--- config.mk ---
export PLATFORM = sky130hd
export DESIGN_NAME = fp32_to_fp16_pipe
export DESIGN_NICKNAME = d
export VERILOG_FILES = /design/src/rtl/fp32_to_fp16_pipe.sv
export SDC_FILE = /design/constraint.sdc
export NUM_CORES = 1
export LEC_CHECK = 0
export CORE_MARGIN = 8
export CORE_UTILIZATION = 50
export DETAILED_ROUTE_END_ITERATION = 10
export GPL_ROUTABILITY_DRIVEN = 0
export GPL_TIMING_DRIVEN = 0
export HOLD_SLACK_MARGIN = 0.05
export PLACE_DENSITY_LB_ADDON = 0.12
export SKIP_LAST_GASP = 1
export SLEW_MARGIN = 20
export SYNTH_ARGS = -nofsm -noshare
export SYNTH_HDL_FRONTEND = slang
export SYNTH_SLANG_ARGS = --single-unit
--- constraint.sdc ---
create_clock -name clk -period 3.85 [get_ports clk]
set_input_delay 0.5775 -clock clk [delete_from_list [all_inputs] [get_ports clk]]
set_output_delay 0.5775 -clock clk [all_outputs]
set_load 0.02 [all_outputs]
--- src/rtl/fp32_to_fp16_pipe.sv ---
// fp32 -> fp16 narrowing converter, RNE, 2-stage valid/ready pipe.
// Ports: clk, reset, in_valid/in_ready/in_data, out_valid/out_ready/out_data, out_ovf/out_unf/out_inexact.
module fp32_to_fp16_pipe #(
  parameter bit FLUSH_DENORM = 1'b0
) (
  input  logic        clk,
  input  logic        reset,
  input  logic        in_valid,
  output logic        in_ready,
  input  logic [31:0] in_data,
  output logic        out_valid,
  input  logic        out_ready,
  output logic [15:0] out_data,
  output logic        out_ovf,
  output logic        out_unf,
  output logic        out_inexact
);

  typedef enum logic [1:0] {
    K_FIN,
    K_NAN,
    K_INF,
    K_OVF
  } kind_e;

  typedef struct packed {
    logic       sign;
    kind_e      kind;
    logic [4:0] exp;
    logic [9:0] mant;
    logic       grd;
    logic       stk;
  } s1_t;

  logic adv;

  logic               in_s;
  logic [7:0]         in_e;
  logic [22:0]        in_m;
  logic signed [8:0]  e16;
  logic [23:0]        sig;
  logic [4:0]         sh;
  logic [35:0]        sh_v;
  logic               is_max;
  logic               is_zero;
  logic               is_ovf;
  logic               is_norm;
  logic               is_sub;
  s1_t                s1_c;

  s1_t  s1_d;
  s1_t  s1_q;
  logic s1_valid_d;
  logic s1_valid_q;

  logic [14:0] rnd;
  logic        inc;
  logic        inx;
  logic [15:0] res_data;
  logic        res_ovf;
  logic        res_unf;
  logic        res_inx;

  logic        out_valid_d;
  logic        out_valid_q;
  logic [15:0] out_data_d;
  logic [15:0] out_data_q;
  logic        out_ovf_d;
  logic        out_ovf_q;
  logic        out_unf_d;
  logic        out_unf_q;
  logic        out_inexact_d;
  logic        out_inexact_q;

  assign adv      = !out_valid_q || out_ready;
  assign in_ready = adv;

  // Stage 1: unpack and classify; produce the 10-bit
  // pre-round mantissa, target exponent, guard and sticky.
  always_comb begin
    in_s = in_data[31];
    in_e = in_data[30:23];
    in_m = in_data[22:0];
    e16  = $signed({1'b0, in_e}) - 9'sd112;
    sig  = {1'b1, in_m};

    // Right shift for the subnormal path, clamped at 25
    // (everything lands in sticky beyond that).
    if (in_e > 8'd101) begin
      sh = 5'(8'd126 - in_e);
    end else begin
      sh = 5'd25;
    end
    // sig sits above 26 spare bits: [35:26] mant,
    // [25] guard, [24:0] sticky after the shift.
    sh_v = 36'({sig, 26'b0} >> sh);

    is_max  = (in_e == 8'hFF);
    is_zero = (in_e == 8'h00);
    is_ovf  = !is_max && (e16 >= 9'sd31);
    is_norm = (e16 >= 9'sd1) && (e16 <= 9'sd30);
    is_sub  = !is_zero && (e16 <= 9'sd0);

    s1_c      = '0;
    s1_c.sign = in_s;
    s1_c.kind = K_FIN;
    unique case (1'b1)
      is_max: begin
        s1_c.kind = (in_m != 23'd0) ? K_NAN : K_INF;
      end
      is_zero: begin
        // fp32 subnormals flush: only sticky survives.
        s1_c.stk = |in_m;
      end
      is_ovf: begin
        s1_c.kind = K_OVF;
      end
      is_norm: begin
        s1_c.exp  = e16[4:0];
        s1_c.mant = in_m[22:13];
        s1_c.grd  = in_m[12];
        s1_c.stk  = |in_m[11:0];
      end
      is_sub: begin
        s1_c.mant = sh_v[35:26];
        s1_c.grd  = sh_v[25];
        s1_c.stk  = |sh_v[24:0];
      end
      default: begin
        s1_c.kind = K_FIN;
      end
    endcase
  end

  always_comb begin
    s1_valid_d = s1_valid_q;
    s1_d       = s1_q;
    if (adv) begin
      s1_valid_d = in_valid;
      if (in_valid) begin
        s1_d = s1_c;
      end
    end
  end

  // Stage 2: round-to-nearest-even and pack.
  always_comb begin
    inc = s1_q.grd & (s1_q.stk | s1_q.mant[0]);
    // Exponent and mantissa as one field so a mantissa
    // carry bumps the exponent: 0x3FF subnormal rolls to
    // min normal, exponent 30 all-ones rolls to inf.
    rnd = {s1_q.exp, s1_q.mant} + {14'd0, inc};
    inx = s1_q.grd | s1_q.stk;

    res_data = '0;
    res_ovf  = 1'b0;
    res_unf  = 1'b0;
    res_inx  = 1'b0;
    unique case (s1_q.kind)
      K_NAN: begin
        res_data = {s1_q.sign, 15'h7E00};
      end
      K_INF: begin
        res_data = {s1_q.sign, 15'h7C00};
      end
      K_OVF: begin
        res_data = {s1_q.sign, 15'h7C00};
        res_ovf  = 1'b1;
        res_inx  = 1'b1;
      end
      K_FIN: begin
        res_data = {s1_q.sign, rnd};
        res_ovf  = (rnd[14:10] == 5'h1F);
        res_inx  = inx;
        res_unf  = inx && (rnd[14:10] == 5'h00);
        if (FLUSH_DENORM && (rnd[14:10] == 5'h00) &&
            (rnd[9:0] != 10'd0)) begin
          res_data = {s1_q.sign, 15'h0000};
          res_unf  = 1'b1;
          res_inx  = 1'b1;
        end
      end
      default: begin
        res_data = '0;
      end
    endcase
  end

  always_comb begin
    out_valid_d   = out_valid_q;
    out_data_d    = out_data_q;
    out_ovf_d     = out_ovf_q;
    out_unf_d     = out_unf_q;
    out_inexact_d = out_inexact_q;
    if (adv) begin
      out_valid_d = s1_valid_q;
      if (s1_valid_q) begin
        out_data_d    = res_data;
        out_ovf_d     = res_ovf;
        out_unf_d     = res_unf;
        out_inexact_d = res_inx;
      end
    end
  end

  always_ff @(posedge clk) begin
    if (reset) begin
      s1_valid_q    <= 1'b0;
      s1_q          <= '0;
      out_valid_q   <= 1'b0;
      out_data_q    <= 16'h0000;
      out_ovf_q     <= 1'b0;
      out_unf_q     <= 1'b0;
      out_inexact_q <= 1'b0;
    end else begin
      s1_valid_q    <= s1_valid_d;
      s1_q          <= s1_d;
      out_valid_q   <= out_valid_d;
      out_data_q    <= out_data_d;
      out_ovf_q     <= out_ovf_d;
      out_unf_q     <= out_unf_d;
      out_inexact_q <= out_inexact_d;
    end
  end

  assign out_valid   = out_valid_q;
  assign out_data    = out_data_q;
  assign out_ovf     = out_ovf_q;
  assign out_unf     = out_unf_q;
  assign out_inexact = out_inexact_q;

endmodule

### After elaboration in Yosys (flattened, before gate mapping)

Cells that the tools add are included.

* $add $sub $neg: 3
* $lt $le $gt $ge: 5
* eq/ne operators: 5
* shift-type cells: 1
* muxes and demuxes: 10
* bitwise operators: 3
* reduce and logical (&&, ||, !) cells: 18

Operators by type and width (number)
* $shr 50x5->36: 1
* $pmux 16 s3: 1
* $reduce_or 25->1: 1
* $reduce_bool 23->1: 1
* $reduce_or 23->1: 1
* $pmux 11 s2: 1
* $add 15x1->15: 1
* $reduce_or 12->1: 1
* $mux 5: 2
* $ge 9x2->1 const B: 1
* $ge 9x6->1 const B: 1
* $le 9x1->1 const B: 1
* $le 9x6->1 const B: 1
* $sub 8x7->9 const B: 1
* $eq 8x8->1 const B: 1
* $gt 8x7->1 const B: 1
* $logic_not 8->1: 1
* $eq 5x5->1 const B: 1
* $logic_not 5->1: 1
* $sub 5x5->5 const A: 1
* $eq 2x2->1 const B: 2
* $logic_and 1x1->1: 4
* $pmux 1 s2: 2
* $pmux 2 s2: 1
* other kinds (11): 15

* flip-flop bits (word level): 41
* input bits: 36
* output and inout bits: 21
* logic and storage cells: 57

### Longest topological paths before layout

Gate-level depths: netlist of the first run.

* depth after elaboration: 6
* mapped depth: 16
* mapped depth without buffers: 12

### Worst setup path after synthesis of the first run

Ideal clock, no wire load.

* kind: input-to-reg
* start: input port in_data[23]
* end: register s1_q[0] (netlist name)
* library setup time: 0.128 ns
* arrival time: 3.724 ns
* required time: 3.722 ns
* path slack: -0.002 ns
* stages: 14
* path buffers: 3
* cell sequence: buf_2 inv_1 clkbuf_1 buf_1 ha_1 and2b_1 o21ai_4 a21oi_2 a22oi_1 o22ai_1 or4_1 a211o_1 nor4_1 o211ai_1

* longest elaborated chain between the ends: 5
* elaborated cells between the ends (all ways): 14
* classes of those cells: add/sub: 2; order compare: 4; shift: 1; mux: 2; reduce/logical: 5

Ends and longest elaborated chain
* start, declared: line 10 `input logic [31:0] in_data,`
* $gt 8x7->1 / $sub 5x5->5 (equally long branches): line 89, 90
* $mux 5: line 89 `if (in_e > 8'd101) begin`
* $shr 50x5->36: line 96 `sh_v = 36'({sig, 26'b0} >> sh);`
* $reduce_or 25->1: line 127 `s1_c.stk = |sh_v[24:0];`
* $pmux 1 s3 (*): line 107 `unique case (1'b1)`
* end signal, assigned: line 209 `s1_q <= '0;`
* end signal, assigned: line 217 `s1_q <= s1_d;`
* end, declared: line 52 `s1_t s1_q;`

Mark *: on every way between the ends. The rest lies on a longest branch, timed or not.
A chain may end at the register's enable or synchronous reset.

### Worst setup path in the final report of the first run

Ends and elaborated chain as after synthesis.

==> results of run 1 <==
==> stage by stage <==
step           power [mW]  util, %  setup slack (ps)
5_1_grt              1.54     65.2             -10.6
3_3_place_gp         1.00     60.4             -1280
4_1_cts              1.44     64.2              52.4
2_1_floorplan       0.827        -               117
6_report             1.47     65.2              60.7
3_5_place_dp         1.01     60.4             -1290
==> repair_timing <==
item                       in CTS  in global routing
buffers inserted                4                  4
pin swaps                       6                  5
setup endpoints to repair      12                  4
hold buffers                    0                  0
gates resized for setup        34                 16
==> path summary, 6_finish.rpt <==
path	endpoint	slack (ps)	cells past startpoint
worst max-delay path	s1_q[0]$_SDFFE_PP0P_	60	17
worst min-delay path	out_data[15]$_SDFFE_PP0P_	460	2
worst max register to register	out_ovf$_SDFFE_PP0P_	1400	12
worst min register to register	out_data[15]$_SDFFE_PP0P_	460	2
==> layer usage <==
metal,GRT usage [%],vias up,routed length (µm)
li1,-,2250,-
met1,27.1,2194,5510
met2,41.7,288,6560
met3,3.71,85,1170
met4,15.6,0,858
met5,0,-,0
==> cells by family after synthesis <==
kind of cell,after synthesis
AOI/OAI and AO/OA,196
xor gates and xnor gates,17
adders and majority gates,14
buffers and inverters,58
DFF,41
muxes,21
and+or+nand+nor,217
==> where the power goes <==
group / internal, mW / total [mW] / leakage (nW) / switching, mW
Sequential: 0.446 / 0.464 / 0.335 / 0.0181
Clock: 0.258 / 0.406 / 0.0681 / 0.148
Combinational: 0.240 / 0.604 / 1.49 / 0.364
Total: 0.944 / 1.47 / 1.89 / 0.530
==> state kept, by name, summed over array words and instances, names as in the netlist <==
signal,flops
out_ovf,1
out_data,16
out_unf,1
s1_q,20
s1_valid_q,1
out_inexact,1
out_valid,1
==> cell type report <==
type | instances | area (µm²) | area share, %
buffer | 41 | 241 | 4.80
clock buffer | 5 | 68.8 | 1.37
clock inverter | 3 | 65.1 | 1.29
inverter | 16 | 60.1 | 1.19
multi-input combinational | 465 | 3030 | 60.2
sequential | 41 | 821 | 16.3
tap | 102 | 128 | 2.53
timing repair buffer | 62 | 618 | 12.3
==> layout by cell type (no fill, tap or decap), types with 6 or more instances in the layout <==
| master | n |
|---|---|
| a211oi_1 | 11 |
| a21oi_1 | 41 |
| a221oi_1 | 9 |
| a22oi_1 | 18 |
| a31oi_1 | 8 |
| and2_1 | 10 |
| buf_2 | 6 |
| buf_4 | 9 |
| clkbuf_1 | 19 |
| clkbuf_8 | 7 |
| clkdlybuf4s50_1 | 51 |
| dfxtp_1 | 41 |
| ha_1 | 13 |
| inv_1 | 16 |
| mux2i_1 | 17 |
| nand2_1 | 49 |
| nand3_1 | 15 |
| nor2_1 | 65 |
| nor2b_1 | 6 |
| nor3_1 | 27 |
| nor4_1 | 6 |
| o211ai_1 | 11 |
| o21ai_0 | 31 |
| o22ai_1 | 15 |
| o22ai_2 | 6 |
| or3_1 | 6 |
| xnor2_1 | 8 |
| xor2_1 | 9 |
==> critical path: cells and delay by family <==
family	cells	cell delay, ps
AO/OA/AOI/OAI	5	760
adder cells (fa/ha/maj)	1	200
buffers and inverters	7	1160
multiplexers	1	300
AND/OR/NAND/NOR	3	960
==> flow_summary.ini, run 1 <==
[place]
dp_hpwl_um = 10600
dp.cells = 720
port_buffers = 54
place_area_um2 = 4660

[critical_path]
cp_data_arrival_time_ps = 3960
cp.required_ps = 4020
cp_slowest_cell = or3_1
crit_chain = clkdlybuf4s15_1, buf_6, inv_1, clkbuf_8, buf_6, ha_2, and2b_2, o21a_4, o211ai_2, buf_6, a22oi_2, buf_4, o22ai_1, mux2_2, or3_1, nor4_2, o211ai_1
worst-setup-path-type = in -> reg
slowest_delay_ps = 390
end_kind = register
timing.rr.start = s1_q[0]$_SDFFE_PP0P_
cp_max_fo = 11
cp-start-kind = input port
crit_top_cell = buf_6
worstSetupStartpoint = in_data[23]

[timing]
finalCritPeriodShare_pct = 98.4
slew_headroom_pct = 24.1
worst_slew_pin_slew_ps = 1140
clock.fmax_mhz = 264
slew_viol_final = 0
finalHoldViolCount = 0
setup-tns-final_ps = 0
whs_ps = 460
clock_skew_ps = 7.95
setup_viol = 0
fin_crit_ps = 3790

[drt]
num_vias = 4817
drt_first_pass_iters = 5
drt_wl_total_um = 14100
routedWlPerCell_um = 19.2
post-route-drc-count = 0
viasPerCell = 6.55
drt_iter0_markers = 406
ant_nets = 0

[floorplan]
die_h_um = 105
die_x_um = 105
start_util_pct = 51.7
dieArea_um2 = 11100
num_io_pins = 57
core_area_um2 = 7730
num_rows = 32

[synthesis]
synthCells = 564
synth-main-ff-cell = dfxtp_1
mappedNetlistArea_um2 = 4000
synth_xor_area_share_pct = 3.73
postSynthNetCount = 614
seq_area_frac_synth_pct = 20.5
syn_area_per_cell_um2 = 7.08
synth_compound_area_share_pct = 33.8
ys_ff_latch = 41
synthAdderAreaFrac_pct = 4.38
muxShareOfSynthArea_pct = 5.39
ys.warnings.count = 0
yosys-top-cells-area = dfxtp_1 (21%), nor2_1 (6.3%), a21oi_1 (5.1%)
synth_top_family_by_area = compound AO/OA/AOI/OAI gates
yosysMostFrequentCell = nor2_1
synth.distinct_cells = 65
yosys.area.top_type = dfxtp_1
synth-edff-count = 0
synthArstFlopShare_pct = 0
netlist.area_leader.share_pct = 20.5
synth_common_cells = nor2_1 (67), nand2_1 (49), a21oi_1 (41), dfxtp_1 (41), o21ai_0 (31)
synth-simple-area-share_pct = 25.9

[cells_and_area]
synthToLayoutAreaGrowth_pct = 26.0
fillers = 720
final_cells = 735
antennaDiodeCount = 0
fin_area_um2 = 5030
finish.net_count = 682
drive_gt1_share_pct = 11.7

[power]
ir_drop_mv = 0.164
leakage_nw = 1.89
power_density_nw_per_um2 = 293

[worst_hold_path]
worst_hold_startpoint = out_data[15]$_SDFFE_PP0P_
holdCritPathClass = reg -> reg

[clock_network]
cts.sinks = 41
cts_tree = built
clkSlewWorstSetupHoldPaths_ps = 80
cts_buffers = 5
htreeDepth = 2
clk_latency_ps = 300
ctsLongestPathBuffers = 2
cts_root_buffer = clkbuf_8

[global_route]
grt_util_all_layers_pct = 24.1
antenna_found_initial = 0
grt_max_degree = 14
grt_pass1_wl_um = 22700
grt_pass1_vias = 4715
grt_overflow = 0

[outcome]
outcome = finished, final reports clean

[run]
drv_cap = 0
(Power assumes the default switching activity.)
==> inputs of run 2 (changes only) <==
Settings changed: CELL_PAD_IN_SITES_DETAIL_PLACEMENT from default to 1, CELL_PAD_IN_SITES_GLOBAL_PLACEMENT from default to 1, CORE_UTILIZATION 50 to 36.
==> flow_summary.ini, run 2 (synthesized netlist as in run 1, its figures left out) <==
[timing]
worst_slew_pin_slew_ps = 1110
finalHoldViolCount = 0
slew_headroom_pct = 25.7
setup_viol = 0
slew_viol_final = 0
fin_crit_ps = 3760
clock.fmax_mhz = 266
finalCritPeriodShare_pct = 97.6
clock_skew_ps = 6.05

[critical_path]
cp_max_fo = 11
crit_top_cell = buf_6
r2r_setup_slack_ps = 1310
worst-setup-path-type = in -> reg
timing.rr.start = s1_q[0]$_SDFFE_PP0P_
end_kind = register
worstRegToRegCells = 12
crit_buf_inv = 7
critPathTopFamily = buffers and inverters
cp.required_ps = 4030
crit_chain = dlygate4sd2_1, buf_6, inv_2, buf_8, buf_12, ha_4, and2b_2, o21ai_4, buf_6, a21oi_1, o22ai_2, buf_4, mux2i_1, or4_1, a211o_1, nor4_2, o211ai_1
slowest_delay_ps = 490
cp_data_arrival_time_ps = 3940
cp-start-kind = input port
cp_slowest_cell = or4_1
r2r-end = out_ovf$_SDFFE_PP0P_

[cells_and_area]
largest_register_ffs = 20
drive_gt1_share_pct = 13.2
synthToLayoutAreaGrowth_pct = 29.0
multiInputGateArea_um2 = 3090
layout_common_cells = nor2_1 (66), clkdlybuf4s50_1 (51), nand2_1 (49)
regArea_um2 = 821
regMostFlops = s1_q
layout_commonest_cell = nor2_1
final_cells = 777
fillers = 1394
finish.net_count = 686
antennaDiodeCount = 0
final_util_pct = 47.5

[floorplan]
core_area_um2 = 10800
start_util_pct = 36.9
dieArea_um2 = 14700
num_io_pins = 57
die_h_um = 121
die_x_um = 121
num_rows = 38

[drt]
drt_first_pass_iters = 5
viasPerCell = 6.28
drt_iter0_markers = 322
num_vias = 4876
post-route-drc-count = 0
drt_wl_total_um = 16700
ant_nets = 0
routedWlPerCell_um = 21.5

[global_route]
grt_use_met1_pct = 24.9
use_met2_pct = 39.8
grt_max_degree = 13
grt_overflow = 0
grt_pass1_vias = 5126
grt_pass1_wl_um = 26500
grt_util_met3_pct = 2.65
grt_util_all_layers_pct = 22.1
grt-busiest-layer = met2
antenna_found_initial = 0

[clock_network]
cts.sinks = 41
cts_tree = built
ctsLongestPathBuffers = 2
clk_latency_ps = 300
cts_buffers = 5
hold_buffers = 0
clkSlewWorstSetupHoldPaths_ps = 80
htreeDepth = 2
cts_root_buffer = clkbuf_8

[run]
drv_cap = 0

[power]
power_mw = 1.47
leakage_nw = 1.91
power_frac_comb_pct = 43.4
p_sw_share_pct = 38.2
clock_power_share_pct = 24.9
pwr-share-seq_pct = 31.7
p_int_mw = 0.907
switching_power_mw = 0.562
ir_drop_mv = 0.282
power_density_nw_per_um2 = 285

[outcome]
outcome = finished, final reports clean

[worst_hold_path]
worst_hold_startpoint = s1_q[19]$_SDFFE_PP0P_
whs_path_depth = 2
holdCritPathClass = reg -> reg
worstHoldEndpoint = out_data[15]$_SDFFE_PP0P_

[place]
port_buffers = 54
dp_hpwl_um = 12900
dp.cells = 758
-- run 2: repair_timing --
item,4_1_cts,5_1_grt
endpoints found under the setup margin,12,6
pin swaps,6,7
buffers inserted,6,7
resized for setup,37,25
endpoints found under the hold margin,0,0
-- run 2: how the worst max path moves through the flow --
stage | from | end | slack (ps) | cells after the start
floorplan | in_data[23] | s1_q[0]$_SDFFE_PP0P_ | 120 | 14
global placement | in_data[23] | s1_q[0]$_SDFFE_PP0P_ | -1470 | 15
detailed placement | in_data[23] | s1_q[0]$_SDFFE_PP0P_ | -1470 | 15
CTS | in_data[23] | s1_q[2]$_SDFFE_PP0P_ | 10 | 17
global route | in_data[23] | s1_q[0]$_SDFFE_PP0P_ | -6 | 17
finish | in_data[23] | s1_q[0]$_SDFFE_PP0P_ | 90 | 17
-- run 2: per-layer routing --
metal,routed length (µm),share of wire (%),up-vias
met3,922,5.5,54
met5,0,0,-
met2,8300,50,184
met1,6800,41,2383
met4,691,4.1,0
li1,-,-,2255
-- run 2: cell type report --
| class | instances | area share (%) |
|---|---|---|
| clock inverters | 1 | 0.583 |
| well taps | 140 | 3.40 |
| flip-flops and latches | 41 | 15.9 |
| multi-input cells | 465 | 60.0 |
| inverters | 16 | 1.17 |
| plain buffers | 40 | 4.83 |
| clock buffers | 7 | 1.68 |
| repair buffers | 67 | 12.5 |
-- run 2: worst min-delay path, delay by kind of cell (launching register included) --
family | cells | cell delay [ps]
compound gates | 1 | 50
flops | 1 | 320
simple gates | 1 | 50
-- run 2: power groups by stage --
stage	clock network (mW)	logic, mW	registers, mW
floorplan	0	0.346	0.481
global placement	0	0.552	0.473
detailed placement	0	0.562	0.475
CTS	0.371	0.594	0.465
global route	0.389	0.679	0.468
finish	0.366	0.638	0.465
-- run 2: per-stage QoR --
stage / hold slack, ps / setup TNS (ps) / worst slack, ps / area [µm²]
4_1_cts: 458 / 0 / 11.4 / 5000
3_3_place_gp: 443 / -11520 / -1470 / 4710
2_1_floorplan: 432 / 0 / 117 / 4000
3_5_place_dp: 448 / -12120 / -1470 / 4710
5_1_grt: 500 / -6.35 / -6.35 / 5150
6_report: 463 / 0 / 93.9 / 5150
==> inputs of run 3 (changes only) <==
Settings changed: GPL_TIMING_DRIVEN 0 to default.
==> flow_summary.ini, run 3 (synthesized netlist as in run 1, its figures left out) <==
[outcome]
outcome = finished, final reports clean

[floorplan]
start_util_pct = 36.9
core_area_um2 = 10800
dieArea_um2 = 14700
die_h_um = 121
die_x_um = 121
num_rows = 38
num_io_pins = 57

[cells_and_area]
synthToLayoutAreaGrowth_pct = 29.3
largest_register_ffs = 20
regMostFlops = s1_q
finish.net_count = 698
drive_gt1_share_pct = 14.3
final_util_pct = 47.6
layout_common_cells = nor2_1 (67), buf_4 (61), clkdlybuf4s50_1 (56)
fillers = 1403
antennaDiodeCount = 0
layout_commonest_cell = nor2_1

[drt]
drt_iter0_markers = 222
num_vias = 4718
viasPerCell = 5.98
drt_first_pass_iters = 5
post-route-drc-count = 0
ant_nets = 0
routedWlPerCell_um = 19.1
drt_wl_total_um = 15100

[global_route]
grt_util_all_layers_pct = 20.4
grt_max_degree = 43
grt_pass1_wl_um = 24700
grt_overflow = 0
antenna_found_initial = 0
grt_pass1_vias = 4930

[clock_network]
cts_root_buffer = clkbuf_8
cts_buffers = 5
cts_setup_buffers = 0
clk_latency_ps = 300
htreeDepth = 2
cts_tree = built
clkSlewWorstSetupHoldPaths_ps = 80
ctsLongestPathBuffers = 2
cts.sinks = 41
hold_buffers = 0
cts_resized = 0

[power]
clock_power_share_pct = 24.9
leakage_nw = 1.98
switching_power_mw = 0.525
p_sw_share_pct = 36.1
p_int_mw = 0.929
ir_drop_mv = 0.251
pwr-share-seq_pct = 31.9
power_density_nw_per_um2 = 282
power_frac_comb_pct = 43.2

[critical_path]
worst-setup-path-type = in -> reg
cp.required_ps = 4030
timing.rr.start = s1_q[0]$_SDFFE_PP0P_
crit_top_cell = o22ai_1
critPathTopFamily = compound AO/OA/AOI/OAI gates
cp_max_fo = 8
crit_end = s1_q[0]$_SDFFE_PP0P_
slowest_delay_ps = 550
r2r_setup_slack_ps = 1390
cp_data_arrival_time_ps = 3880
crit_chain = clkdlybuf4s50_1, inv_1, ha_1, nor4bb_1, buf_4, a21oi_1, o21ai_1, o22ai_1, o22ai_1, or4_1, a211o_1, nor4_2, o211ai_1
crit_buf_inv = 3
cp_slowest_cell = or4_1
worstRegToRegCells = 12
crit_cells = 13
cp-start-kind = input port
worstSetupStartpoint = in_data[24]
r2r-end = out_ovf$_SDFFE_PP0P_
end_kind = register

[place]
dp_slack_ps = -179
dp_hpwl_um = 12200
port_buffers = 56

[timing]
slew_viol_final = 0
whs_ps = 466
setup_slack_ps = 153
fin_crit_ps = 3700
clock.fmax_mhz = 271
worst_slew_pin_slew_ps = 861
finalHoldViolCount = 0
setup_viol = 0
rsz0062_at_grt = no
slew_headroom_pct = 42.4
clock_skew_ps = 7.92
finalCritPeriodShare_pct = 96.0
setup-tns-final_ps = 0

[run]
drv_cap = 0

[worst_hold_path]
holdCritPathClass = reg -> reg
==> run 3: cell types whose count changed in the layout (fill, tap and decap cells not counted), moves of 4 or more <==
cell and delta:
buf_2 -5, buf_4 +48, buf_6 -5, clkbuf_1 -18, clkbuf_2 -5, clkbuf_4 -4, clkdlybuf4s50_1 +5, o22ai_1 +8
o22ai_2 -8
==> run 3: final cells by class <==
type / instances / area, µm² / area share (%)
clock buffers: 6 / 82.6 / 1.60
flip-flops and latches: 41 / 821 / 15.9
repair buffers: 119 / 1060 / 20.5
well taps: 140 / 175 / 3.39
clock inverters: 2 / 37.5 / 0.727
multi-input cells: 465 / 2930 / 56.7
inverters: 16 / 60.1 / 1.16
==> run 3: through the flow <==
stage	cell area (µm²)	total power, mW	cells
after floorplan	4000	0.827	564
after global placement	5040	1.08	781
after detailed placement	5040	1.09	781
after CTS	5160	1.46	789
after global routing	5160	1.54	789
final	5160	1.45	789
==> run 3: worst min path at each step <==
| stage | start | depth (start not counted) | end |
|---|---|---|---|
| after floorplan | s1_q[19]$_SDFFE_PP0P_ | 2 | out_data[15]$_SDFFE_PP0P_ |
| after global placement | out_data[15]$_SDFFE_PP0P_ | 2 | out_data[15]$_SDFFE_PP0P_ |
| after detailed placement | s1_q[19]$_SDFFE_PP0P_ | 2 | s1_q[19]$_SDFFE_PP0P_ |
| after CTS | s1_q[19]$_SDFFE_PP0P_ | 2 | s1_q[19]$_SDFFE_PP0P_ |
| after global routing | s1_q[19]$_SDFFE_PP0P_ | 2 | out_data[15]$_SDFFE_PP0P_ |
| final | s1_q[19]$_SDFFE_PP0P_ | 2 | out_data[15]$_SDFFE_PP0P_ |
==> run 3: per-layer routing <==
metal / share of wire [%] / GRT usage, % / up-vias
met5: 0 / 0 / -
met4: 3.7 / 9.64 / 0
met3: 3.4 / 2.23 / 36
met2: 51 / 37.3 / 113
met1: 42 / 23.1 / 2294
li1: - / - / 2275
==> run 3: power groups by stage <==
| stage | logic, mW | registers, mW | clock network [mW] |
|---|---|---|---|
| 3_3_place_gp | 0.606 | 0.474 | 0 |
| 5_1_grt | 0.682 | 0.468 | 0.385 |
| 3_5_place_dp | 0.619 | 0.475 | 0 |
| 4_1_cts | 0.622 | 0.465 | 0.369 |
| 2_1_floorplan | 0.346 | 0.481 | 0 |
| 6_report | 0.628 | 0.465 | 0.362 |
==> run 3: worst reg2reg max path, stage by stage (launching register included) <==
cell,delay [ps]
dfxtp_1,380
o21a_1,140
ha_1,170
ha_1,220
nand2_1,70
nor2_1,380
nand3_1,150
xor2_1,190
nor3b_1,240
a41oi_1,140
nor3_1,150
a21oi_1,60
nor2_1,100
